File: config.mk
export PLATFORM = sky130hd
export DESIGN_NAME = dp_chunk_accumulator
export DESIGN_NICKNAME = d
export VERILOG_FILES = /design/src/rtl/dp_pkg.sv /design/src/rtl/dp_mult_row.sv /design/src/rtl/dp_chunk_accumulator.sv
export SDC_FILE = /design/constraint.sdc
export NUM_CORES = 2
export LEC_CHECK = 0
export BUFFER_PORTS_ARGS = -buffer_cell sky130_fd_sc_hd__buf_2
export CAP_MARGIN = 30
export CORE_MARGIN = 8
export CORE_UTILIZATION = 50
export CTS_CLUSTER_SIZE = 14
export DETAILED_ROUTE_END_ITERATION = 6
export GPL_TIMING_DRIVEN = 0
export MAX_ROUTING_LAYER = met4
export PLACE_DENSITY = 0.74
export SYNTH_ARGS = -nofsm -noshare
export SYNTH_HDL_FRONTEND = slang
export SYNTH_HIERARCHICAL = 1
export SYNTH_SLANG_ARGS = --single-unit
export TNS_END_PERCENT = 1
File: constraint.sdc
create_clock -name clk -period 8.4 [get_ports clk]
set_clock_uncertainty 0.05 [all_clocks]
set_input_delay 1.68 -clock clk [delete_from_list [all_inputs] [get_ports clk]]
set_output_delay 1.68 -clock clk [all_outputs]
set_load 0.005 [all_outputs]
File: src/rtl/dp_pkg.sv
// Shared definitions for the chunked dot-product accumulator.
//   DATA_W / PROD_W : operand and product widths of one multiplier lane.
//   acc_w()         : result width wide enough for a full vector of extreme products.
//   state_t         : accumulator FSM states.
//   beat_tag_t      : control tag that travels alongside a chunk through the pipe.
package dp_pkg;

   localparam int DATA_W = 16;
   localparam int PROD_W = 32;

   // Every product magnitude is at most 2^30, so MAX_FEATURES of them need
   // $clog2(MAX_FEATURES) extra bits above the product width.
   function automatic int acc_w(input int max_features);
      return PROD_W + $clog2(max_features);
   endfunction

   typedef enum logic [1:0] {
      COLLECT = 2'd0,
      DRAIN   = 2'd1,
      HOLD    = 2'd2
   } state_t;

   typedef struct packed {
      logic vld;    // beat carries real data
      logic first;  // first chunk of a vector: restart the accumulator
      logic last;   // final chunk of a vector: result is complete after it
   } beat_tag_t;

endpackage

File: src/rtl/dp_mult_row.sv
// One row of NUM_MULTS registered signed 16x16 multipliers.
//   clk, rst    : clock, synchronous active-high reset.
//   in_tag      : control tag for the beat presented this cycle.
//   feat, wt    : lane-packed signed operands.
//   out_tag     : in_tag delayed one cycle (valid passthrough).
//   prod        : lane-packed signed 32-bit products, one cycle after the operands.
module dp_mult_row
   import dp_pkg::*;
#(
   parameter int NUM_MULTS = 4
) (
   input  logic                                  clk,
   input  logic                                  rst,
   input  beat_tag_t                             in_tag,
   input  logic      [NUM_MULTS-1:0][DATA_W-1:0] feat,
   input  logic      [NUM_MULTS-1:0][DATA_W-1:0] wt,
   output beat_tag_t                             out_tag,
   output logic      [NUM_MULTS-1:0][PROD_W-1:0] prod
);

   always_ff @(posedge clk) begin
      if (rst) out_tag <= '0;
      else     out_tag <= in_tag;
   end

   for (genvar i = 0; i < NUM_MULTS; i++) begin : g_lane
      // Operands are only captured on an accepted beat, so garbage on the
      // inputs during idle cycles never reaches the product registers.
      always_ff @(posedge clk) begin
         if (rst)
            prod[i] <= '0;
         else if (in_tag.vld)
            prod[i] <= PROD_W'($signed(feat[i])) * PROD_W'($signed(wt[i]));
      end
   end

endmodule

File: src/rtl/dp_chunk_accumulator.sv
// Chunked dot-product accumulator fed by the DP_MUX.
// Takes QUART beats of NUM_MULTS feature/weight lanes, multiplies lane-wise,
// accumulates, and presents the signed dot product on a valid/ready output.
//   clk, rst             : clock, synchronous active-high reset.
//   in_valid / in_ready  : chunk beat handshake.
//   in_feat, in_wt       : lane i at [16i+15:16i], signed.
//   mux_sel              : 1 while the next beat expected is beat 0 (low half).
//   out_valid / out_ready: result handshake; result held until accepted.
//   out_sum              : signed dot product, ACC_W bits.
module dp_chunk_accumulator
   import dp_pkg::*;
#(
   parameter int MAX_FEATURES = 8,
   parameter int NUM_MULTS    = 4,
   parameter int QUART        = MAX_FEATURES / NUM_MULTS,
   parameter int ACC_W        = acc_w(MAX_FEATURES)
) (
   input  logic                        clk,
   input  logic                        rst,
   input  logic                        in_valid,
   output logic                        in_ready,
   input  logic [DATA_W*NUM_MULTS-1:0] in_feat,
   input  logic [DATA_W*NUM_MULTS-1:0] in_wt,
   output logic                        mux_sel,
   output logic                        out_valid,
   input  logic                        out_ready,
   output logic [ACC_W-1:0]            out_sum
);

   localparam int CNT_W = (QUART > 1) ? $clog2(QUART) : 1;
   localparam logic [CNT_W-1:0] LAST_BEAT = CNT_W'(QUART - 1);

   state_t                             state;
   logic      [CNT_W-1:0]              beat_cnt;
   logic                               accept;
   beat_tag_t                          tag0;
   beat_tag_t                          tag1;
   logic      [NUM_MULTS-1:0][DATA_W-1:0] feat_lanes;
   logic      [NUM_MULTS-1:0][DATA_W-1:0] wt_lanes;
   logic      [NUM_MULTS-1:0][PROD_W-1:0] prod;
   logic      [ACC_W-1:0]              lane_sum;
   logic      [ACC_W-1:0]              acc;
   logic                               last2;

   assign in_ready   = (state == COLLECT);
   assign accept     = in_valid && in_ready;
   // beat_cnt sits at 0 outside COLLECT, so the mux idles on the low half.
   assign mux_sel    = (beat_cnt == '0);
   assign feat_lanes = in_feat;
   assign wt_lanes   = in_wt;

   assign tag0.vld   = accept;
   assign tag0.first = accept && (beat_cnt == '0);
   assign tag0.last  = accept && (beat_cnt == LAST_BEAT);

   dp_mult_row #(
      .NUM_MULTS(NUM_MULTS)
   ) u_mult_row (
      .clk    (clk),
      .rst    (rst),
      .in_tag (tag0),
      .feat   (feat_lanes),
      .wt     (wt_lanes),
      .out_tag(tag1),
      .prod   (prod)
   );

   // Sign-extend each product to the result width before summing lanes.
   always_comb begin
      lane_sum = '0;
      for (int i = 0; i < NUM_MULTS; i++)
         lane_sum = lane_sum + {{(ACC_W-PROD_W){prod[i][PROD_W-1]}}, prod[i]};
   end

   // Stage 2: accumulate. A first-tagged beat restarts the sum, so no
   // separate clear is needed between vectors.
   always_ff @(posedge clk) begin
      if (rst) begin
         acc   <= '0;
         last2 <= 1'b0;
      end else begin
         if (tag1.vld)
            acc <= tag1.first ? lane_sum : acc + lane_sum;
         last2 <= tag1.vld && tag1.last;
      end
   end

   always_ff @(posedge clk) begin
      if (rst) begin
         state     <= COLLECT;
         beat_cnt  <= '0;
         out_valid <= 1'b0;
         out_sum   <= '0;
      end else begin
         case (state)
            COLLECT: begin
               if (accept) begin
                  if (beat_cnt == LAST_BEAT) begin
                     beat_cnt <= '0;
                     state    <= DRAIN;
                  end else begin
                     beat_cnt <= beat_cnt + CNT_W'(1);
                  end
               end
            end
            DRAIN: begin
               // last2 is high the cycle after acc absorbed the final chunk.
               if (last2) begin
                  out_sum   <= acc;
                  out_valid <= 1'b1;
                  state     <= HOLD;
               end
            end
            HOLD: begin
               if (out_ready) begin
                  out_valid <= 1'b0;
                  state     <= COLLECT;
               end
            end
            default: state <= COLLECT;
         endcase
      end
   end

endmodule

==> flow_summary.ini <==
[setup_path]
crit_fanout = 10
cp-end-kind = flip-flop
required_ps = 8740
cp.arrival_ps = 8400
start_kind = input pin
crit_type = in -> reg

[detailed_routing]
vias = 40700
drtAntennaViolNets = 0
wl_met3_um = 10900
drc_errors = 4
route.layer.met1.wl_um = 59000
wl_um = 146000
wl_per_cell_um = 19.6
viasPerCell = 5.45
drtIter0Drc = 3533
met2_wirelength_um = 70500
top_layer = met4
firstDrtPassIters = 7

[floorplanning]
initial_core_util_pct = 50.4
io_pins = 170
die_w_um = 339
die_height_um = 339
dieArea_um2 = 115000
rows = 118
coreArea_um2 = 103000

[synth]
yosysWarnings = 6
ys_ff_latch = 206
synth_simple_gate_area_share_pct = 15.8
ys.flop_type = dfxtp_1
synth_compound_area_share_pct = 8.73
ys_seq_area_share_pct = 7.91
syn_area_um2 = 52100
synth_cell_types = 95
synth_top_family_by_area = adder cells
ys_async_sr_fraction_pct = 0
synth.avg_cell_area_um2 = 8.90
synth_nets = 7504
synth-xor-area-share_pct = 2.92
syn_inst = 5861
synth_edf_count = 0
synth_adder_area_share_pct = 52.3
muxShareOfSynthArea_pct = 1.33

[worst_hold_path]
hold_path.class = reg -> reg

[sta]
hold_viol = 0
max_slew_margin_pct = 24.4
finalMaxSlewViolations = 0
setup_ws_ps = 341
fmax_mhz = 124
setup_tns_ps = 0
period_needed_ps = 8060
tightest_slew_ps = 1130
grt_setup_unrepaired = false
period_share_pct = 95.9
setup-violations-final = 0

[global_route]
grt_max_degree = 15
grt_pass1_wl_um = 235000
grt_overflow = 0
grtUsageTotal_pct = 26.2
grt_pass1_vias = 43000
grt_antenna_before_repair = 4

[cts]
numCtsBuffers = 22
cts_sinks = 206
clockBufferDepth = 3
clockRootBuffer = clkbuf_16
postCtsSetupRepairBufs = 0
cts_tree = built
post_cts_resized = 0
htreeDepth = 1
clock_latency_ps = 540
cts_hold_buffers = 0
clk_pin_slew_ps = 60

[place]
io_buffers = 169
dp_hpwl_um = 124000
dp_slack_ps = -288
globalplace.congestion = 0.980

[layout]
nFillCells = 9455
final_layout_size_suffix_gt1_share_pct = 4.48
final_nets = 7697
utilization_pct = 53.7
syn2layout_area_growth_pct = 6.54

[flow_run]
cap_viol_max_count = 0

[status]
violations = DRC
outcome = finished, violations left
## state kept, by name, summed over array words and instances, names as in the netlist
name and cells:
acc 35, beat_cnt 1, last2 1, out_sum 35, out_valid 1, state 2, u_mult_row/out_tag 3, u_mult_row/prod 128
## metal layers
layer	vias to the layer above	global-route usage, %
li1	18300	-
met1	20400	33.6
met2	1657	43.2
met3	359	3.44
met4	0	8.15
met5	-	-
## worst max-delay path, cell delays in order
cell,delay [ps]
buf_2,210
clkbuf_1,520
nand2_1,210
inv_1,120
fa_1,580
fa_2,870
fa_1,530
fa_1,550
fa_1,550
inv_1,50
fa_1,470
inv_1,40
ha_1,340
a21o_1,180
a21o_1,170
a21o_1,190
or3_1,310
a211oi_1,320
nor3_1,90
o21ai_0,300
a21oi_1,120
## cells in the final DEF, fill, tap and decap left out, types with 22 or more instances in the layout
master,count
nor2_1,269
nand3_1,62
a21o_1,81
buf_2,176
xnor2_1,123
o21bai_1,27
o21a_1,27
a31oi_1,32
nand2_1,675
inv_1,1313
fa_1,1113
a211oi_1,44
clkbuf_1,188
clkbuf_16,22
and2_1,505
ha_1,397
xor2_1,49
o21ai_0,96
nor3_1,48
mux2i_1,66
a21oi_1,194
dfxtp_1,206
nand2b_1,35
## stage by stage
step,area [um2],instances,hold WS (ps)
floorplan,52100,5861,354
global placement,54700,7410,360
detailed placement,54700,7410,361
CTS,55500,7450,370
global route,55500,7454,386
finish,55500,7456,369
## final timing paths
path / start / end / slack (ps) / cells after the start
worst min-delay path: u_mult_row/out_tag[0] / last2 / 370 / 2
worst max register to register: u_mult_row/prod[33] / acc[34] / 2160 / 23
worst max-delay path: in_wt[2] / u_mult_row/prod[28] / 340 / 21
worst min register to register: u_mult_row/out_tag[0] / last2 / 370 / 2
## Yosys cell counts, types with 27 or more instances
cell type / count / area [um2]
nand2_1: 675 / 2530
fa_1: 1114 / 22300
dfxtp_1: 206 / 4120
xor2_1: 49 / 429
nor2_1: 269 / 1010
a31oi_1: 32 / 200
and2_1: 505 / 3160
mux2i_1: 66 / 661
a211oi_1: 44 / 330
nand3_1: 62 / 310
o21ai_0: 96 / 480
o21bai_1: 27 / 203
o21a_1: 27 / 203
a21o_1: 81 / 608
ha_1: 397 / 4970
nand2b_1: 35 / 219
inv_1: 1313 / 4930
xnor2_1: 123 / 1080
nor3_1: 48 / 240
a21oi_1: 194 / 971
clkbuf_1: 186 / 698
## kinds of logic after synthesis
kind of cell	count (synthesis)
compound gates	671
mux	69
fa+ha+maj	1511
xor+xnor	173
simple gates	1703
buf+inv	1528
flops	206
## cell type report
class	count	area, um2	share of cell area, %
repair buffers	169	846	1.52
flip-flops and latches	206	4120	7.42
clock inverters	10	178	0.320
well taps	1380	1730	3.11
clock buffers	30	641	1.15
plain buffers	214	815	1.47
inverters	1314	4930	8.88
diodes	6	15.0	0.0270
multi-input cells	4127	42300	76.1
Power is not shown: default switching activity piles up to over one toggle a cycle in this logic, so the estimate is an artifact.
